## src/rtl/control_sequencer_if.sv

```systemverilog
// Handshake bundle between the core control plane and the instruction sequencer.
// The sequencer sits on the slave side; whoever drives run control and decoder/data-mover flags is the master.
interface control_sequencer_if #(
    parameter int CNT_W = 32
);
    // Handshake semantics: the sequencer has no ready/valid pairs.
    // - step is a one-cycle request, consumed only in IDLE with step_mode=1.
    // - halt/func are treated as valid only in DECODE.
    // - mem_done is a completion strobe, consumed only in MEM.
    // - All inputs are ignored outside those states and are never queued.
    logic             en;
    logic             step_mode;
    logic             step;
    logic             stall;
    logic             halt;
    logic [2:0]       func;
    logic             mem_done;
    logic [8:0]       state;
    logic             busy;
    logic             halted;
    logic             fault;
    logic [CNT_W-1:0] retired;

    modport master (
        output en, step_mode, step, stall, halt, func, mem_done,
        input  state, busy, halted, fault, retired
    );

    modport slave (
        input  en, step_mode, step, stall, halt, func, mem_done,
        output state, busy, halted, fault, retired
    );
endinterface

```

## src/rtl/control_sequencer.sv

```systemverilog
// One-hot multi-cycle instruction sequencer: fetch latency, bounded MEM wait with fault,
// global stall, single-step mode and a retired-instruction counter.
module control_sequencer #(
    parameter int FETCH_LAT   = 1,
    parameter int MEM_TIMEOUT = 16,
    parameter int CNT_W       = 32
) (
    input  logic              clk,
    input  logic              rst,
    control_sequencer_if.slave bus
);
    typedef enum logic [8:0] {
        IDLE      = 9'b000000001,
        FETCH     = 9'b000000010,
        DECODE    = 9'b000000100,
        EXEC_ALU  = 9'b000001000,
        MEM       = 9'b000010000,
        BRANCH    = 9'b000100000,
        FAULT     = 9'b001000000,
        PC_UPDATE = 9'b010000000,
        HALT      = 9'b100000000
    } state_e;

    localparam logic [3:0] FETCH_LAST = 4'(FETCH_LAT - 1);
    localparam logic [7:0] MEM_LAST   = 8'(MEM_TIMEOUT - 1);

    state_e           state_q, state_d;
    logic [3:0]       fetch_cnt_q, fetch_cnt_d;
    logic [7:0]       mem_cnt_q, mem_cnt_d;
    logic [CNT_W-1:0] retired_q, retired_d;
    logic             busy_q, busy_d;
    logic             frozen;

    // Stall only freezes instruction-executing states; IDLE/HALT/FAULT ignore it.
    assign frozen = bus.stall && !(state_q inside {IDLE, HALT, FAULT});

    always_comb begin
        state_d     = state_q;
        fetch_cnt_d = fetch_cnt_q;
        mem_cnt_d   = mem_cnt_q;
        retired_d   = retired_q;
        if (!frozen) begin
            unique case (state_q)
                IDLE: begin
                    if (bus.en && (!bus.step_mode || bus.step)) begin
                        state_d     = FETCH;
                        fetch_cnt_d = '0;
                    end
                end
                FETCH: begin
                    if (fetch_cnt_q == FETCH_LAST) state_d = DECODE;
                    else fetch_cnt_d = fetch_cnt_q + 4'd1;
                end
                DECODE: begin
                    if (bus.halt) begin
                        state_d = HALT;
                    end else begin
                        case (bus.func)
                            3'b000:  state_d = EXEC_ALU;
                            3'b001: begin
                                state_d   = MEM;
                                mem_cnt_d = '0;
                            end
                            3'b010:  state_d = BRANCH;
                            default: state_d = FAULT;
                        endcase
                    end
                end
                EXEC_ALU, BRANCH: state_d = PC_UPDATE;
                MEM: begin
                    // mem_done in the final allowed cycle still wins over the timeout.
                    mem_cnt_d = mem_cnt_q + 8'd1;
                    if (bus.mem_done)             state_d = PC_UPDATE;
                    else if (mem_cnt_q == MEM_LAST) state_d = FAULT;
                end
                PC_UPDATE: begin
                    retired_d   = retired_q + CNT_W'(1);
                    fetch_cnt_d = '0;
                    state_d     = (bus.en && !bus.step_mode) ? FETCH : IDLE;
                end
                HALT, FAULT: state_d = state_q;
                default:     state_d = IDLE;
            endcase
        end
        busy_d = !(state_d inside {IDLE, HALT, FAULT});
    end

    always_ff @(posedge clk) begin
        if (!rst) begin
            state_q     <= IDLE;
            fetch_cnt_q <= '0;
            mem_cnt_q   <= '0;
            retired_q   <= '0;
            busy_q      <= 1'b0;
        end else begin
            state_q     <= state_d;
            fetch_cnt_q <= fetch_cnt_d;
            mem_cnt_q   <= mem_cnt_d;
            retired_q   <= retired_d;
            busy_q      <= busy_d;
        end
    end

    assign bus.state   = state_q;
    assign bus.busy    = busy_q;
    assign bus.halted  = state_q[8];
    assign bus.fault   = state_q[6];
    assign bus.retired = retired_q;
endmodule
```

## src/flat_wrapper.sv

```systemverilog
// flat-port wrapper written by rule: the top's interface ports become plain ports
module control_sequencer_flat 
#(
    parameter int FETCH_LAT   = 1,
    parameter int MEM_TIMEOUT = 16,
    parameter int CNT_W       = 32
)
  (clk, rst, bus_en, bus_step_mode, bus_step, bus_stall, bus_halt, bus_func, bus_mem_done, bus_state, bus_busy, bus_halted, bus_fault, bus_retired);
  control_sequencer_if #(.CNT_W(CNT_W)) bus_i ();
  input  logic clk;
  input  logic rst;
  input wire logic [$bits(bus_i.en)-1:0] bus_en;
  input wire logic [$bits(bus_i.step_mode)-1:0] bus_step_mode;
  input wire logic [$bits(bus_i.step)-1:0] bus_step;
  input wire logic [$bits(bus_i.stall)-1:0] bus_stall;
  input wire logic [$bits(bus_i.halt)-1:0] bus_halt;
  input wire logic [$bits(bus_i.func)-1:0] bus_func;
  input wire logic [$bits(bus_i.mem_done)-1:0] bus_mem_done;
  output wire logic [$bits(bus_i.state)-1:0] bus_state;
  output wire logic [$bits(bus_i.busy)-1:0] bus_busy;
  output wire logic [$bits(bus_i.halted)-1:0] bus_halted;
  output wire logic [$bits(bus_i.fault)-1:0] bus_fault;
  output wire logic [$bits(bus_i.retired)-1:0] bus_retired;
  assign bus_i.en = bus_en;
  assign bus_i.step_mode = bus_step_mode;
  assign bus_i.step = bus_step;
  assign bus_i.stall = bus_stall;
  assign bus_i.halt = bus_halt;
  assign bus_i.func = bus_func;
  assign bus_i.mem_done = bus_mem_done;
  assign bus_state = bus_i.state;
  assign bus_busy = bus_i.busy;
  assign bus_halted = bus_i.halted;
  assign bus_fault = bus_i.fault;
  assign bus_retired = bus_i.retired;
  control_sequencer #(.FETCH_LAT(FETCH_LAT), .MEM_TIMEOUT(MEM_TIMEOUT), .CNT_W(CNT_W)) u_core (.clk(clk), .rst(rst), .bus(bus_i));
endmodule
```

## config.mk

```make
export PLATFORM = sky130hd
export DESIGN_NAME = control_sequencer_flat
export DESIGN_NICKNAME = d
export VERILOG_FILES = /design/src/rtl/control_sequencer_if.sv /design/src/rtl/control_sequencer.sv /design/src/flat_wrapper.sv
export SDC_FILE = /design/constraint.sdc
export NUM_CORES = 1
export LEC_CHECK = 0
export CORE_ASPECT_RATIO = 1.2
export CORE_UTILIZATION = 45
export DETAILED_ROUTE_END_ITERATION = 10
export PLACE_DENSITY_LB_ADDON = 0.25
export SYNTH_ARGS = -nofsm -noshare
export SYNTH_HDL_FRONTEND = slang
export SYNTH_SLANG_ARGS = --single-unit
```

## constraint.sdc

```tcl
create_clock -name clk -period 2.51 [get_ports clk]
set_clock_uncertainty 0.1 [all_clocks]
set_input_delay 0.502 -clock clk [delete_from_list [all_inputs] [get_ports clk]]
set_output_delay 0.502 -clock clk [all_outputs]
set_load 0.01 [all_outputs]
```

Yosys cells after proc, flatten, opt, wreduce, memory -nomap -nowiden
Cells that the tools add are included.

cells by class
  bitwise gates (word level) = 1
  multiplexer cells = 15
  add/subtract/negate cells = 3
  equal/unequal tests = 19
  reductions and logical operators = 18

operator list
  kind                                                  count
  case mux 9 bit (7 select lines)                       1
  two-way mux 9 bit                                     6
  adder 32 x 1 -> 32 bit (second input constant)        1
  case mux 7 bit (3 select lines)                       1
  equality test 9 x 1 -> 1 bit (second input constant)  2
  equality test 9 x 7 -> 1 bit (second input constant)  2
  equality test 9 bit (second input constant)           2
  two-way mux 8 bit                                     2
  case mux 8 bit (2 select lines)                       1
  case mux 4 bit (3 select lines)                       1
  equality test 9 x 2 -> 1 bit (second input constant)  1
  equality test 9 x 3 -> 1 bit (second input constant)  1
  equality test 9 x 4 -> 1 bit (second input constant)  1
  equality test 9 x 5 -> 1 bit (second input constant)  1
  equality test 9 x 6 -> 1 bit (second input constant)  1
  equality test 9 x 8 -> 1 bit (second input constant)  1
  nonzero test 3 bit                                    3
  adder 8 x 1 -> 8 bit (second input constant)          1
  equality test 8 x 4 -> 1 bit (second input constant)  1
  two-way mux 4 bit                                     2
  AND reduction 4 bit                                   2
  inequality test 2 bit (second input constant)         3
  adder 4 x 1 -> 4 bit (second input constant)          1
  logical NOT 4 bit                                     1
  other kinds (12)                                      17

word-level totals
  register bits after elaboration = 54
  logic and storage cells = 61
  input port bits = 11
  output and inout bits = 44

Depth between registers and ports, before layout
Gate-level depths: netlist of the first run.

  word-level depth = 9
  depth in mapped cells = 8
  mapped depth without buffers = 8

Worst setup path after synthesis of the first run
No wires, ideal clock.

  path type = reg2reg
  start point = register u_core.state_q[2] (netlist: u_core.bus.state[2])
  end point = register u_core.mem_cnt_q[7]
  library setup time = 0.071 ns
  period minus slack after synthesis = 2.364 ns
  path buffers = 0
  cell stages (with the launch flop) = 8
  slack = 0.146 ns
  arrival time = 2.193 ns
  required time = 2.339 ns
  cell sequence = dfxtp_1 > nor4b_4 > nand3_2 > or4_4 > a21oi_4 > nand4_4 > or3_1 > a21oi_1

on the way
  word-level cells in the longest chain between the ends = 6
  elaborated cells between the ends (all ways) = 14
  those cells by class = eq/ne: 7; mux: 1; bitwise: 1; reduce/logical: 5

RTL lines
  item                                                  line                     RTL
  start, declared                                       control_sequencer.sv:27  state_e state_q, state_d;
  start signal, assigned                                control_sequencer.sv:96  state_q <= state_d;
  equality test 9 x 1 -> 1 bit (tied with other cells)  control_sequencer.sv:35  assign frozen = bus.stall && !(state_q inside {IDLE, HALT, FAULT});
  nonzero test 3 bit                                    control_sequencer.sv:35
  logical NOT 1 bit                                     control_sequencer.sv:35
  logical AND 1 bit                                     control_sequencer.sv:35
  inverter 1 bit (no line)                              --
  AND reduction 4 bit (no line)                         --
  end signal, assigned                                  control_sequencer.sv:98  mem_cnt_q <= mem_cnt_d;
  end, declared                                         control_sequencer.sv:29  logic [7:0] mem_cnt_q, mem_cnt_d;

Several ways; a longest one is shown, not always the timed one.
A chain may end at the register's enable or synchronous reset.

Final worst setup path of the first run
  start point = register u_core.state_q[2] (netlist: u_core.bus.state[2])
  end point = register u_core.busy_q (netlist: u_core.bus.busy)

on the way
  word-level cells in the longest chain between the ends = 8
  elaborated cells between the ends (all ways) = 25
  those cells by class = eq/ne: 12; mux: 6; reduce/logical: 7

RTL lines
  item                                                                  line                      RTL
  branches (longest 4 deep; another with equality test 9 x 7 -> 1 bit)  --
  two-way mux 9 bit *                                                   control_sequencer.sv:42   if (!frozen) begin
  equality test 9 x 1 -> 1 bit (tied with other cells)                  control_sequencer.sv:85   busy_d = !(state_d inside {IDLE, HALT, FAULT});
  nonzero test 3 bit *                                                  control_sequencer.sv:85
  logical NOT 1 bit *                                                   control_sequencer.sv:85
  end signal, assigned                                                  control_sequencer.sv:100  busy_q <= busy_d;
  end, declared                                                         control_sequencer.sv:31   logic busy_q, busy_d;

Every way passes the cells marked *.

==> metrics.md, run 1 <==
| Metric | Value |
|---|---|
| Fill count | 566 |
| Pleak | 1.52 nW |
| Syn nets | 357 |
| Final Cycle Share | 96.6% |
| Top cell type's share of synthesized area | 36.4% |
| FMAX | 413 MHz |
| #FFs+latches synth | 54 |
| Horiz. Die Dim | 76.1 µm |
| Vias per Instance | 5.35 |
| Final WL | 7.03 mm |
| Nets | 451 |
| Cell area power density | 579 nW/µm² |
| Worst-path maximum fanout | 7 |
| Num CTS Buffers | 5 |
| Largest cells by area after synthesis | dfxtp_1 36%, xor2_1 5.3%, and2_1 5.3% |
| Initial antenna violation count | 0 |
| Clock insertion delay at the later pin of the skew report | 0.31 ns |
| Port bufs | 54 |
| ANT nets after route | 0 |
| N_diodes | 0 |
| Setup CP Type | reg2reg |
| Status | completed |
| H-tree depth | 2 |
| Dpl ws | -0.129 ns |
| Cell type with the largest total area after synthesis | dfxtp_1 |
| Final core utilization | 63.3% |
| Worst VDD drop | 0.357 mV |
| Hold Vio Cnt, Final | 0 |
| Max incr delay on CP | 0.40 ns |
| CTS tree | built |
| Synth cell count leaders | 54 x dfxtp_1, 31 x nand2_1, 25 x and2_1 |
| First-pass GRT wire length | 12.3 mm |
| Syn Area/Cell | 8.68 µm² |
| Core ar. | 6410 µm² |
| Slew headroom | 73.4% |
| R2R setup slack | 0.09 ns |
| Die H | 91.0 µm |
| Drt first-iter violations | 132 |
| Count of cell types in the netlist | 54 |
| Avg WL per Cell | 13.5 µm |
| Synth-to-Final Area Change | 36.6% |
| Die area | 6930 µm² |
| Async S/R FF share, synth | 0% |
| Hold_buf cts | 0 |
| Placed cells | 511 |
| Hold path cells | 2 |
| Slew Viols, Final | 0 |
| Final setup fails | 0 |
| Via count | 2795 |
| Slew @ Worst Pin | 0.396 ns |
| Reg2reg path depth | 9 |
| Top-count cell post-synth | dfxtp_1 |
| Share of layout cells above drive strength 1 | 17.6% |
| Worst Path Required | 2.65 ns |
| Crit-path cells | nor4_4 > buf_4 > nand4_2 > buf_4 > o221ai_2 > nor3b_1 > or3_1 > and3_1 > o21ai_1 |
| Main flop type after synthesis | dfxtp_1 |
| Root buffer cell | clkbuf_8 |
| DRC Markers | 0 |
| Largest net degree at the start of global routing | 28 |
| TritonRoute pass-1 iters | 4 |
| Crit path setup slack, layout | 0.0865 ns |
| Final cell count without fillers | 522 |
| Post-synthesis instance area | 2970 µm² |
| Number of cells produced by synthesis | 342 |
| Max-Cap Viols | 0 |
| Final instance area | 4050 µm² |
| Number of synthesized flops with an enable pin | 0 |
| I/O pin count | 55 |
| Yosys warns | 0 |
| Starting Density | 46.3% |
| Post-place instance area | 3880 µm² |
| RSZ-0062 raised after global routing | no |
| RePlAce Congestion | 0.852 |
| DP HPWL | 5.26 mm |
| Crit-path most repeated cell | buf_4 |
| Crit end category | register |
| GRT Residual Overflow | 0 |
| Final min period | 2.42 ns |
| CTS sink count | 54 |
| CTS clk-pin slew, worst paths | 0.11 ns |
| Startpoint types | register |
| Data arrival time of the critical path | 2.57 ns |
| Crit-path slowest cell | dfxtp_4 |
| Max clock buf depth | 2 |
| Sequential-to-total area share from yosys stat | 36.4% |
| Vias in the first global route | 2662 |
| Site row count | 32 |
| Aggregate global-route resource usage | 21.5% |
| HP Class | reg2reg |
-- kinds of logic (layout without fill, tap and decap cells) --
logic type / after synthesis / count (layout) / synth area share [%]
and+or+nand+nor: 169 / 169 / 35.5
AOI/OAI and AO/OA: 61 / 61 / 13.8
DFF: 54 / 54 / 36.4
xor gates and xnor gates: 30 / 30 / 8.85
buffers and inverters: 22 / 117 / 3.12
adders and majority gates: 4 / 4 / 1.69
muxes: 2 / 2 / 0.675
-- power breakdown --
part	switching (mW)	leakage [nW]	internal (mW)
logic	0.407	1.03	0.378
registers	0.0575	0.439	0.894
clock network	0.311	0.0585	0.300
-- critical path: cells and delay by family, from the launching register on --
| kind | cells | cell delay [ns] |
|---|---|---|
| AO/OA/AOI/OAI | 2 | 0.30 |
| buffers and inverters | 2 | 0.38 |
| AND/OR/NAND/NOR | 5 | 1.18 |
| flip-flops | 1 | 0.40 |
-- registers in the layout (all words and copies together) (netlist names) --
signal,count
u_core.bus.busy,1
u_core.bus.retired,32
u_core.bus.state,9
u_core.fetch_cnt_q,4
u_core.mem_cnt_q,8
-- layout by cell type (no fill, tap or decap), types with 8 or more instances in the layout --
master / n
or3_1: 13
nor2_1: 21
and2_1: 25
a21boi_1: 8
xor2_1: 18
a21oi_1: 10
xnor2_1: 12
nand2_1: 31
nor2b_1: 8
dfxtp_1: 47
nand3_1: 15
o21ai_0: 17
nand4_1: 13
inv_1: 11
clkdlybuf4s50_1: 54
buf_4: 43
-- metrics by stage --
stage                     setup TNS [ns]  hold slack [ns]  total power, mW
after floorplan                        0            0.359             1.37
after global placement            -0.158            0.374             1.70
after detailed placement          -0.307            0.383             1.70
after CTS                              0            0.398             2.33
after global routing                   0            0.436             2.45
final                                  0            0.400             2.35
-- per-layer routing --
metal	routed length [µm]	share of wire [%]	vias up	track usage, %
met2	3490	50	59	38.3
met3	257	3.7	5	2.41
met4	70	1.0	0	5.29
met5	0	0	-	0
li1	-	-	1409	-
met1	3210	46	1322	27.7
-- area by class of cell --
class	count	area (µm²)	area share, %
Inverter	11	41.3	1.02
Multi-Input combinational cell	266	1820	44.8
Sequential cell	54	1090	27.0
Clock inverter	3	43.8	1.08
Timing Repair Buffer	98	883	21.8
Clock buffer	5	68.8	1.70
Tap cell	85	106	2.62
-- final timing paths --
path	endpoint	from
worst max-delay path	u_core.bus.busy	u_core.bus.state[2]
worst min-delay path	u_core.fetch_cnt_q[1]	u_core.fetch_cnt_q[1]
worst max register to register	u_core.bus.busy	u_core.bus.state[2]
worst min register to register	u_core.fetch_cnt_q[1]	u_core.fetch_cnt_q[1]
-- what timing repair did --
item / 4_1_cts / 5_1_grt
gates cloned: 0 / 0
endpoints found under the hold margin: 0 / 0
endpoints found under the setup margin: 2 / 23
buffers inserted: 1 / 2
pin swaps: 1 / 3
gates resized for setup: 4 / 8
No activity file was read; power rests on OpenSTA's default activity.
==> inputs of run 2 (changes only) <==
- CORE_UTILIZATION: 45 -> 30
==> run 2 against run 1 <==
  * Power rose by 9.0%
  * Utilization is 19 points lower
  * Fmax rose by 1.4%
  * Design area is 4.2% higher
  * First-iteration DRC count decreased by 12%
  * Critical path type unchanged
  * Non-clock buffer count increased by 7
  * Global-route usage fell by 6.6 points
  * Worst hold slack got worse by 0.0059 ns
  * Sequential power decreased by 0.7%
  * Largest cell class unchanged
  * Worst setup slack improved by 0.033 ns
  * Flip-flop and latch count stayed put
==> metrics.md, run 2 (synthesis results as in run 1) <==
| Metric | Value |
|---|---|
| Status | completed |
| R2R Path End | u_core.bus.busy |
| Slew @ Worst Pin | 0.377 ns |
| Root buffer cell | clkbuf_16 |
| Max reg flops | 32 |
| Max-Cap Viols | 0 |
| Worst hold margin | 0.394 ns |
| Slew headroom | 74.7% |
| Die area | 10300 µm² |
| TritonRoute pass-1 iters | 5 |
| Initial antenna violation count | 0 |
| CTS tree | built |
| Num CTS Buffers | 5 |
| I/O pin count | 55 |
| Vias in the first global route | 2629 |
| Pleak | 1.59 nW |
| CTS sink count | 54 |
| Core ar. | 9560 µm² |
| Most frequent cells in the layout | 54 x clkdlybuf4s50_1, 51 x dfxtp_1, 50 x buf_4, 31 x nand2_1, 24 x and2_1 |
| Hold path cells | 2 |
| Nets | 458 |
| N_diodes | 0 |
| Startpoint types | register |
| Cell internal pwr | 1.73 mW |
| Clk pwr share | 28.5% |
| R2R setup slack | 0.12 ns |
| HP Class | reg2reg |
| ANT nets after route | 0 |
| DP HPWL | 5.69 mm |
| Clock insertion delay at the later pin of the skew report | 0.29 ns |
| CTS clk-pin slew, worst paths | 0.07 ns |
| Vias per Instance | 4.96 |
| Slew Viols, Final | 0 |
| H-tree depth | 2 |
| Port bufs | 54 |
| Combinational group share of total power | 34.6% |
| Via count | 2810 |
| Worst VDD drop | 0.377 mV |
| Final min period | 2.39 ns |
| Setup CP Type | reg2reg |
| Share of layout cells above drive strength 1 | 19.1% |
| Sw Ratio | 32.3% |
| Worst R2R Start | u_core.bus.state[2] |
| Avg WL per Cell | 13.3 µm |
| Commonest non-fill, non-tap cell in the layout | clkdlybuf4s50_1 |
| Psw | 0.826 mW |
| Worst Hold Launch | u_core.fetch_cnt_q[1] |
| Worst Path Required | 2.64 ns |
| Reg2reg path depth | 8 |
| Fin Setup TNS | 0 ns |
| Hold Vio Cnt, Final | 0 |
| FMAX | 418 MHz |
| GRT Residual Overflow | 0 |
| Die H | 111 µm |
| Final core utilization | 44.1% |
| Drt first-iter violations | 116 |
| First-pass GRT wire length | 12.6 mm |
| Final Cycle Share | 95.2% |
| Starting Density | 31.0% |
| Final WL | 7.56 mm |
| Sequential Power Share | 36.9% |
| Synth-to-Final Area Change | 42.2% |
| Worst hold endpoint | u_core.fetch_cnt_q[1] |
| Crit end category | register |
| Largest net degree at the start of global routing | 33 |
| Data arrival time of the critical path | 2.52 ns |
| RePlAce Congestion | 0.851 |
| Final setup fails | 0 |
| Final Power | 2.56 mW |
| Site row count | 39 |
| Cell area power density | 606 nW/µm² |
| Max clock buf depth | 2 |
| Horiz. Die Dim | 92.8 µm |
| DRC Markers | 0 |
| Aggregate global-route resource usage | 14.9% |
| Worst-path maximum fanout | 6 |
[run 2: area by class of cell]
cell class / instances / area [µm²]
Fill cell: 973 / 5340
Clock inverter: 2 / 16.3
Sequential cell: 54 / 1090
Multi-Input combinational cell: 266 / 1850
Tap cell: 123 / 154
Clock buffer: 6 / 139
Inverter: 11 / 41.3
Timing Repair Buffer: 105 / 936
[run 2: per-stage QoR]
step / cells / cell area, µm² / worst slack, ns
finish: 567 / 4220 / 0.120
CTS: 562 / 4140 / 0.0485
global placement: 554 / 3970 / -0.129
floorplan: 342 / 2970 / 0.146
global route: 567 / 4220 / -0.0363
detailed placement: 554 / 3970 / -0.140
[run 2: what timing repair did]
action                     CTS  global route
setup endpoints to repair    3            24
setup buffers                0             5
resized for setup            3            11
pin swaps                    1             4
hold buffers                 0             0
[run 2: critical path, cell delays in order (launching register included)]
cell and delay [ns]:
dfxtp_4 0.38, nor4_4 0.40, buf_4 0.20, nand4_2 0.15
o32ai_2 0.27, a21oi_1 0.13, or3_1 0.39, and3_1 0.19
o21ai_1 0.11
[run 2: how the worst max path moves through the flow]
stage          depth (start not counted)                 from  slack [ns]                      to
3_3_place_gp                           9            bus_stall       -0.13         u_core.bus.busy
6_report                               8  u_core.bus.state[2]        0.12         u_core.bus.busy
5_1_grt                                9  u_core.bus.state[3]       -0.04  u_core.bus.retired[17]
2_1_floorplan                          7  u_core.bus.state[2]        0.15     u_core.mem_cnt_q[7]
3_5_place_dp                           9            bus_stall       -0.14         u_core.bus.busy
4_1_cts                                8  u_core.bus.state[2]        0.05  u_core.bus.retired[12]
[run 2: routing by layer]
metal  track usage [%]  routed length (µm)
met3              2.47                 274
met4              3.49                  85
met5                 0                   0
met1              19.7                3590
met2              25.1                3600
[run 2: power by group through the flow]
stage / Sequential (mW) / Clock, mW / Combinational (mW)
after global routing: 0.949 / 0.782 / 0.949
after CTS: 0.940 / 0.746 / 0.825
after floorplan: 0.974 / 0 / 0.394
after global placement: 0.960 / 0 / 0.804
after detailed placement: 0.958 / 0 / 0.807
final: 0.945 / 0.729 / 0.884
==> inputs of run 3 (changes only) <==
- CTS_BUF_LIST: default -> sky130_fd_sc_hd__clkbuf_8 sky130_fd_sc_hd__clkbuf_16
==> results of run 3 <==
Final layout, timing and power as in run 2 (identical DEF).
